--- src/rtl/multicycle_ctrl.sv ---
// Multicycle RISC-V style control unit: FETCH/DECODE/EXEC/MEM/WB/TRAP sequencer
// that drives the datapath strobes and counts retired instructions.
module multicycle_ctrl #(
  parameter int unsigned TRAP_ON_ILLEGAL = 1
) (
  input  logic        clk,
  input  logic        rst_n,
  input  logic [6:0]  opcode,
  input  logic        instr_valid,
  input  logic        mem_ready,
  input  logic        br_taken,
  output logic        imem_req,
  output logic        ir_we,
  output logic        dmem_req,
  output logic        dmem_we,
  output logic        reg_we,
  output logic        pc_we,
  output logic [1:0]  pc_sel,
  output logic [1:0]  wb_sel,
  output logic        alu_src_b,
  output logic        illegal,
  output logic [31:0] instret
);

  localparam logic [6:0] OP_R      = 7'b0110011;
  localparam logic [6:0] OP_I      = 7'b0010011;
  localparam logic [6:0] OP_LOAD   = 7'b0000011;
  localparam logic [6:0] OP_STORE  = 7'b0100011;
  localparam logic [6:0] OP_BRANCH = 7'b1100011;
  localparam logic [6:0] OP_JAL    = 7'b1101111;
  localparam logic [6:0] OP_JALR   = 7'b1100111;
  localparam logic [6:0] OP_LUI    = 7'b0110111;
  localparam logic [6:0] OP_AUIPC  = 7'b0010111;

  typedef enum logic [2:0] {
    S_FETCH, S_DECODE, S_EXEC, S_MEM, S_WB, S_TRAP
  } state_t;

  state_t      state_q, state_d;
  logic [6:0]  opcode_q, opcode_d;
  logic        illegal_q, illegal_d;
  logic [31:0] instret_q, instret_d;

  logic is_r, is_load, is_store, is_branch, is_jal, is_jalr, is_legal;

  always_comb begin
    is_r      = (opcode_q == OP_R);
    is_load   = (opcode_q == OP_LOAD);
    is_store  = (opcode_q == OP_STORE);
    is_branch = (opcode_q == OP_BRANCH);
    is_jal    = (opcode_q == OP_JAL);
    is_jalr   = (opcode_q == OP_JALR);
    is_legal  = is_r || is_load || is_store || is_branch || is_jal || is_jalr ||
                (opcode_q == OP_I) || (opcode_q == OP_LUI) || (opcode_q == OP_AUIPC);
  end

  always_ff @(posedge clk) begin
    if (!rst_n) begin
      state_q   <= S_FETCH;
      opcode_q  <= '0;
      illegal_q <= 1'b0;
      instret_q <= '0;
    end else begin
      state_q   <= state_d;
      opcode_q  <= opcode_d;
      illegal_q <= illegal_d;
      instret_q <= instret_d;
    end
  end

  always_comb begin
    state_d  = state_q;
    opcode_d = opcode_q;
    case (state_q)
      S_FETCH: begin
        if (instr_valid) begin
          opcode_d = opcode;
          state_d  = S_DECODE;
        end
      end
      S_DECODE: begin
        if (is_legal)                  state_d = S_EXEC;
        else if (TRAP_ON_ILLEGAL != 0) state_d = S_TRAP;
        else                           state_d = S_FETCH;
      end
      S_EXEC: begin
        if (is_load || is_store) state_d = S_MEM;
        else if (is_branch)      state_d = S_FETCH;
        else                     state_d = S_WB;
      end
      S_MEM: begin
        if (mem_ready) state_d = is_load ? S_WB : S_FETCH;
      end
      S_WB:    state_d = S_FETCH;
      S_TRAP:  state_d = S_TRAP;
      default: state_d = S_FETCH;
    endcase
  end

  logic       imem_req_c, ir_we_c, dmem_req_c, dmem_we_c, reg_we_c, pc_we_c, alu_src_b_c;
  logic [1:0] pc_sel_c, wb_sel_c;

  always_comb begin
    imem_req_c  = 1'b0;
    ir_we_c     = 1'b0;
    dmem_req_c  = 1'b0;
    dmem_we_c   = 1'b0;
    reg_we_c    = 1'b0;
    pc_we_c     = 1'b0;
    alu_src_b_c = 1'b0;
    pc_sel_c    = 2'b00;
    wb_sel_c    = 2'b00;
    case (state_q)
      S_FETCH: begin
        imem_req_c = 1'b1;
        ir_we_c    = instr_valid;
      end
      S_DECODE: pc_we_c = !is_legal && (TRAP_ON_ILLEGAL == 0);
      S_EXEC: begin
        alu_src_b_c = !is_r && !is_branch;
        if (is_branch) begin
          pc_we_c  = 1'b1;
          pc_sel_c = br_taken ? 2'b01 : 2'b00;
        end
      end
      S_MEM: begin
        dmem_req_c = 1'b1;
        dmem_we_c  = is_store;
        pc_we_c    = is_store && mem_ready;
      end
      S_WB: begin
        reg_we_c = 1'b1;
        pc_we_c  = 1'b1;
        wb_sel_c = is_load ? 2'b01 : ((is_jal || is_jalr) ? 2'b10 : 2'b00);
        pc_sel_c = is_jal ? 2'b01 : (is_jalr ? 2'b10 : 2'b00);
      end
      default: ;
    endcase
  end

  // Outputs are forced low while rst_n is held, so FETCH's imem_req only appears after release.
  always_comb begin
    imem_req  = rst_n & imem_req_c;
    ir_we     = rst_n & ir_we_c;
    dmem_req  = rst_n & dmem_req_c;
    dmem_we   = rst_n & dmem_we_c;
    reg_we    = rst_n & reg_we_c;
    pc_we     = rst_n & pc_we_c;
    alu_src_b = rst_n & alu_src_b_c;
    pc_sel    = rst_n ? pc_sel_c : 2'b00;
    wb_sel    = rst_n ? wb_sel_c : 2'b00;
    illegal   = rst_n & illegal_q;
    instret   = rst_n ? instret_q : '0;
  end

  always_comb begin
    illegal_d = illegal_q || (state_d == S_TRAP);
    instret_d = instret_q + {31'b0, pc_we};
  end

endmodule
--- config.mk ---
export PLATFORM = sky130hd
export DESIGN_NAME = multicycle_ctrl
export DESIGN_NICKNAME = d
export VERILOG_FILES = /design/src/rtl/multicycle_ctrl.sv
export SDC_FILE = /design/constraint.sdc
export NUM_CORES = 1
export LEC_CHECK = 0
export CAP_MARGIN = 40
export CORE_AREA = 4 4 89 91
export DETAILED_ROUTE_END_ITERATION = 16
export DIE_AREA = 0 0 93 95
export GPL_TIMING_DRIVEN = 0
export SKIP_LAST_GASP = 1
export SLEW_MARGIN = 20
export SYNTH_ARGS = -nofsm -noshare
export SYNTH_HDL_FRONTEND = slang
export SYNTH_SLANG_ARGS = --single-unit
--- constraint.sdc ---
create_clock -name clk -period 2.6 [get_ports clk]
set_clock_uncertainty 0.15 [all_clocks]
set_input_delay 0.52 -clock clk [delete_from_list [all_inputs] [get_ports clk]]
set_output_delay 0.52 -clock clk [all_outputs]
set_load 0.02 [all_outputs]
==> results of run 1 <==
-- synth_stat cells, drive strengths merged --
library cell	count	area [sq um]
nand4	13	102.6
nand2	11	41.29
mux2	1	11.26
nand3	12	60.06
nand2b	5	31.28
and4	5	46.29
or3	1	6.260
a2111oi	1	10.01
a31oi	2	12.51
a2bb2oi	1	8.760
dfxtp	43	860.8
a211oi	1	7.510
mux2i	8	80.08
o21bai	1	7.510
ha	2	25.02
a311oi	1	8.760
o21ai	3	15.01
nor2	7	26.28
o32ai	1	8.760
xor2	8	70.07
nor2b	16	100.1
a21boi	1	7.510
and3	10	65.06
nor3	8	73.82
clkbuf	12	47.55
inv	4	15.01
a21oi	3	15.01
and2	67	420.4
xnor2	22	192.7
and4bb	1	12.51
nand4b	1	8.760
buf	2	10.01
o31ai	1	12.51
nor3b	3	22.52
-- cells by family (layout without fill, tap and decap cells) --
kind of cell             count (synthesis)  count (layout)  share of synthesized area
flip-flops                              43              43                     0.3523
adder cells (fa/ha/maj)                  2               2                    0.01024
AND/OR/NAND/NOR                        160             160                     0.4163
XOR/XNOR                                30              30                     0.1075
multiplexers                             9               9                    0.03738
AO/OA/AOI/OAI                           16              16                    0.04660
buffers and inverters                   18              98                    0.02970
-- worst reg2reg max path, stage by stage (launching register included) --
cell and delay [ns]:
dfxtp_4 0.35, and4bb_2 0.31, nor2b_4 0.15, nand4_1 0.16, o21ai_4 0.20, ha_4 0.19, ha_4 0.15, nand2_4 0.06
nor3_4 0.17, buf_6 0.13, nand4_1 0.11, xnor2_1 0.14, and2_1 0.15
-- area by class of cell --
type	count	area, sq um
plain buffers	14	80.08
inverters	4	15.01
well taps	99	123.9
repair buffers	73	734.5
flip-flops and latches	43	865.8
multi-input cells	217	1597
fillers	729	3618
clock inverters	1	30.03
clock buffers	6	72.57
-- timing repair --
item	in CTS	in global routing
pin swaps	5	9
buffers inserted	9	9
setup endpoints to repair	71	51
resized for setup	43	39
hold buffers	0	0
-- where the power goes --
group / switching [mW] / internal [mW]
clock network: 0.219 / 0.282
registers: 0.0118 / 0.673
logic: 0.0883 / 0.0904
-- layout by cell type, fill, tap and decap left out, types with 3 or more instances in the layout --
| cell | instances |
|---|---|
| nand3_1 | 9 |
| nor2b_1 | 13 |
| nand4_1 | 11 |
| buf_2 | 3 |
| inv_1 | 4 |
| xor2_1 | 8 |
| and4_1 | 4 |
| nand3_2 | 3 |
| nand2b_1 | 5 |
| nor3_1 | 4 |
| dfxtp_1 | 41 |
| nor3_4 | 3 |
| clkbuf_1 | 4 |
| and2_1 | 65 |
| clkbuf_8 | 6 |
| mux2i_1 | 8 |
| xnor2_1 | 22 |
| buf_4 | 16 |
| a21oi_1 | 3 |
| and3_1 | 8 |
| clkbuf_2 | 8 |
| clkdlybuf4s50_1 | 14 |
| nor2_1 | 5 |
| nand2_1 | 10 |
| dlygate4sd2_1 | 10 |
| nor3b_1 | 3 |
| dlymetal6s2s_1 | 27 |
-- per-stage QoR --
stage               hold WS (ns)  setup TNS (ns)  total power [mW]
floorplan                 0.3469               0            0.7958
global placement          0.3659          -51.54            0.8504
detailed placement        0.3928          -52.66            0.8525
CTS                       0.4038         -0.1555             1.361
global route              0.4243         -0.4272             1.418
finish                    0.4009        -0.01824             1.364
-- worst min path at each step --
stage	to	slack [ns]
finish	opcode_q[0]	0.40
global route	opcode_q[1]	0.42
CTS	opcode_q[1]	0.40
detailed placement	opcode_q[1]	0.39
global placement	opcode_q[1]	0.37
floorplan	opcode_q[0]	0.35
-- state kept, by name, summed over array words and instances (netlist names) --
signal,count
instret_q,32
opcode_q,7
state_q,3
illegal_q,1
-- per-layer routing --
metal / GRT usage / share of wire / up-vias
met1: 0.1650 / 0.47 / 954
met4: 0.04396 / 0.013 / 0
li1: - / - / 1092
met3: 0.02948 / 0.039 / 6
met5: 0 / 0 / -
met2: 0.2274 / 0.48 / 36
==> results.yml, run 1 <==
sta:
  slew_headroom: 0.7452
  setup_viol: 1
  report.final.hold_viol_count: 0
  tightest_slew_ns: 0.3808
  layout_setup_ws_ns: -0.01824
  max_clock_freq_mhz: 381.9
  drv_slew: 0
  finalCritPeriodShare: 1.007
  min_period_ns: 2.618
  rsz0062_at_grt: "yes"
finish:
  fin_cells: 457
  nNetsFinal: 372
  diodes: 0
  utilization: 0.4930
  synthToLayoutAreaGrowth_pct: 43.98
  drive_gt1_frac: 0.1872
  fin_area_sq_mm: 0.003518
clock_network:
  cts.sinks: 43
  root_buffer: "clkbuf_8"
  clk_latency_ns: 0.30
  cts-root-to-sink-buffers: 2
  cts.clk_slew.worst_paths_ns: 0.08
  cts_htree_levels: 2
  cts_tree: "done"
  cts-buffers-inserted: 5
worst_setup_path:
  cp_cell_sequence: "and4bb_2 -> nor2b_4 -> nand4_1 -> buf_4 -> buf_4 -> nor3b_1 -> buf_2"
  startpoint_type: "flip-flop"
  cp_slowest_stage_delay_ns: 0.35
  reg2reg_slack_ns: 0.07
  crit_buf_inv: 3
  r2r_start: "opcode_q[3]"
  endpoint_kind: "primary output"
  cp.depth: 7
  path_class: "flip-flop to primary output"
  reg2reg_depth: 12
  r2r_end: "instret_q[14]"
  critPathTopFamily: "simple AND/OR/NAND/NOR gates"
  critPathRequiredTime_ns: 1.93
  critPathMostFrequentCell: "buf_4"
  crit_start: "opcode_q[3]"
  cpMaxStageDelayCell: "dfxtp_4"
  worstPathArrival_ns: 1.95
  critPathMaxFanout: 2
  timing.critical_path.to: "dmem_we"
grt:
  antenna_found_initial: 0
  grt_use_total: 0.1327
  grt_pass1_vias: 2012
  grt_max_degree: 13
  grt_overflow: 0
  grt_first_pass_wirelength_um: 9315
floorplanning:
  boundaryPins: 56
  die_area_sq_mm: 0.008835
  row_count: 31
  initial_utilization: 0.3424
  coreArea_sq_mm: 0.007137
  die_y_um: 95
  die_width_um: 93
placement:
  dp_hpwl_um: 4259
  gp_congestion: 0.7693
  numPortBuffers: 55
  pre_cts_ws_ns: -1.007
  place_inst: 432
  place_area_sq_mm: 0.003148
detailed_routing:
  post_drt_via_cell_ratio: 4.569
  dr.pass1.iters: 4
  drc: 0
  dr.first_iter.drc_count: 36
  ant_nets: 0
  wl_um: 5843
  post_drt_wl_per_cell_um: 12.79
  vias: 2088
power:
  powerDensity_mw_per_mm2: 387.7
  ir_drop_v: 0.0002437
  cellLeakagePower_nw: 1.948
logic_synthesis:
  synth_seq_cells: 43
  yosysWarnings: 0
  ys_seq_area_frac: 0.3523
  yosysUniqueCellTypes: 42
  synth_nets: 292
  synth_cells: 278
  syn_avg_cell_area_sq_um: 8.790
  netlist_area_sq_mm: 0.002444
hold_path:
  hp-class: "flip-flop to flip-flop"
  hold_depth: 2
  hold_start: "opcode_q[0]"
status:
  violations: "setup timing"
  outcome: "finished with violations"
job:
  cap_violations: 0
No activity file was read; power rests on OpenSTA's default activity.
==> run 2: changes to the inputs <==
--- a/config.mk
+++ b/config.mk
@@ -9,6 +9,7 @@
 export CORE_AREA = 4 4 89 91
 export DETAILED_ROUTE_END_ITERATION = 16
 export DIE_AREA = 0 0 93 95
+export DONT_BUFFER_PORTS = 1
 export GPL_TIMING_DRIVEN = 0
 export SKIP_LAST_GASP = 1
 export SLEW_MARGIN = 20
==> results.yml, run 2 (synthesis gave the netlist of run 1 again) <==
sta:
  rsz0062_at_grt: "yes"
  setup_viol: 8
  max_clock_freq_mhz: 376.3
  finalSetupTns_ns: -0.2078
  finalCritPeriodShare: 1.022
  tightest_slew_ns: 0.7789
  holdWs_ns: 0.2445
  report.final.hold_viol_count: 0
  slew_headroom: 0.4772
  drv_slew: 0
  layout_setup_ws_ns: -0.05749
  min_period_ns: 2.657
status:
  violations: "setup timing"
  outcome: "finished with violations"
worst_setup_path:
  critPathRequiredTime_ns: 2.64
  cp_cell_sequence: "and4bb_2 -> nor2b_4 -> nand4_1 -> o21ai_4 -> ha_4 -> nand3_2 -> nor3_4 -> nand2_2 -> nor2_2 -> mux2_2"
  path_class: "flip-flop to flip-flop"
  endpoint_kind: "flip-flop"
  cp_slowest_stage_delay_ns: 0.35
  reg2reg_depth: 10
  worstPathArrival_ns: 2.69
  critPathMaxFanout: 3
  startpoint_type: "flip-flop"
  cpMaxStageDelayCell: "dfxtp_4"
floorplanning:
  initial_utilization: 0.3424
  row_count: 31
  die_area_sq_mm: 0.008835
  die_y_um: 95
  die_width_um: 93
  boundaryPins: 56
  coreArea_sq_mm: 0.007137
finish:
  largest_reg_flops: 32
  final_common_cell: "and2_1"
  nNetsFinal: 310
  diodes: 0
  top_regs: "instret_q x32, opcode_q x7, state_q x3"
  largest-register: "instret_q"
  drive_gt1_frac: 0.1919
  synthToLayoutAreaGrowth_pct: 20.17
  final_cell_mix: "and2_1, dfxtp_1, xnor2_1"
hold_path:
  hold_depth: 2
  hp-class: "input pin to flip-flop"
clock_network:
  cts_hold_buf: 0
  clk_latency_ns: 0.30
  cts.sinks: 43
  cts-buffers-inserted: 5
  cts_tree: "done"
  cts.clk_slew.worst_paths_ns: 0.08
  cts_htree_levels: 2
  cts-root-to-sink-buffers: 2
  root_buffer: "clkbuf_8"
power:
  ir_drop_v: 0.0002448
  cellLeakagePower_nw: 1.172
  powerDensity_mw_per_mm2: 491.0
grt:
  grt_use_total: 0.1314
  grt_pass1_vias: 1902
  grt_max_degree: 15
  grt_first_pass_wirelength_um: 9280
  antenna_found_initial: 0
  grt_overflow: 0
placement:
  numPortBuffers: 0
  gp_congestion: 0.8170
  pre_cts_ws_ns: -0.5152
  dp_hpwl_um: 4025
job:
  cap_violations: 0
detailed_routing:
  post_drt_wl_per_cell_um: 14.30
  vias: 1940
  dr.first_iter.drc_count: 55
  wl_um: 5662
  ant_nets: 0
  post_drt_via_cell_ratio: 4.899
  drc: 0
  dr.pass1.iters: 4
run 2: cell count changes in the layout (fill, tap and decap cells not counted), sizes merged:
| cell | delta |
|---|---|
| buf | -8 |
| bufinv | +1 |
| clkbuf | -3 |
| clkdlybuf4s15 | -1 |
| clkdlybuf4s50 | -14 |
| clkinvlp | +1 |
| dlygate4sd2 | -10 |
| dlymetal6s2s | -27 |
run 2: path summary, 6_finish.rpt:
kind | slack [ns] | endpoint | from
worst max-delay path | -0.06 | instret_q[23] | opcode_q[3]
worst min-delay path | 0.24 | opcode_q[4] | opcode[4]
worst max register to register | -0.06 | instret_q[23] | opcode_q[3]
worst min register to register | 0.39 | opcode_q[1] | opcode_q[1]
run 2: critical path, delay by kind of cell, from the launching register on:
kind                     cells  cell delay (ns)
adder cells (fa/ha/maj)      1             0.21
flip-flops                   1             0.35
AND/OR/NAND/NOR              7             1.18
multiplexers                 1             0.34
AO/OA/AOI/OAI                1             0.31
run 2: cell type report:
type / count / area (sq um)
tap: 99 / 123.9
sequential: 43 / 865.8
clock buffer: 5 / 68.82
clock inverter: 3 / 67.56
multi-input combinational: 217 / 1634
buffer: 14 / 62.56
fill: 746 / 4200
inverter: 4 / 15.01
timing repair buffer: 11 / 98.84
run 2: report_power, final:
part	leakage, nW	switching (mW)	internal, mW	total [mW]
registers	0.349	0.0126	0.673	0.686
clock network	0.0644	0.240	0.383	0.623
logic	0.758	0.0821	0.0506	0.133
run 2: through the flow:
stage / cells / power (mW) / area [sq um] / utilization
floorplan: 278 / 0.7958 / 2474 / -
global placement: 377 / 0.8206 / 2597 / 0.3640
detailed placement: 377 / 0.8233 / 2597 / 0.3640
CTS: 395 / 1.460 / 2903 / 0.4067
global route: 396 / 1.509 / 2937 / 0.4115
finish: 396 / 1.442 / 2937 / 0.4115
run 2: metal layers:
metal	wire length, um	global-route usage	share of wire
met3	326	0.04303	0.058
met2	2626	0.2046	0.46
met1	2571	0.1651	0.45
met5	0	0	0
met4	137	0.05983	0.024
run 2: timing repair:
action                                  CTS  global route
gates cloned                              0             0
setup buffers                            10             2
pin swaps                                 8             6
resized for setup                        22             7
endpoints found under the setup margin   27            27
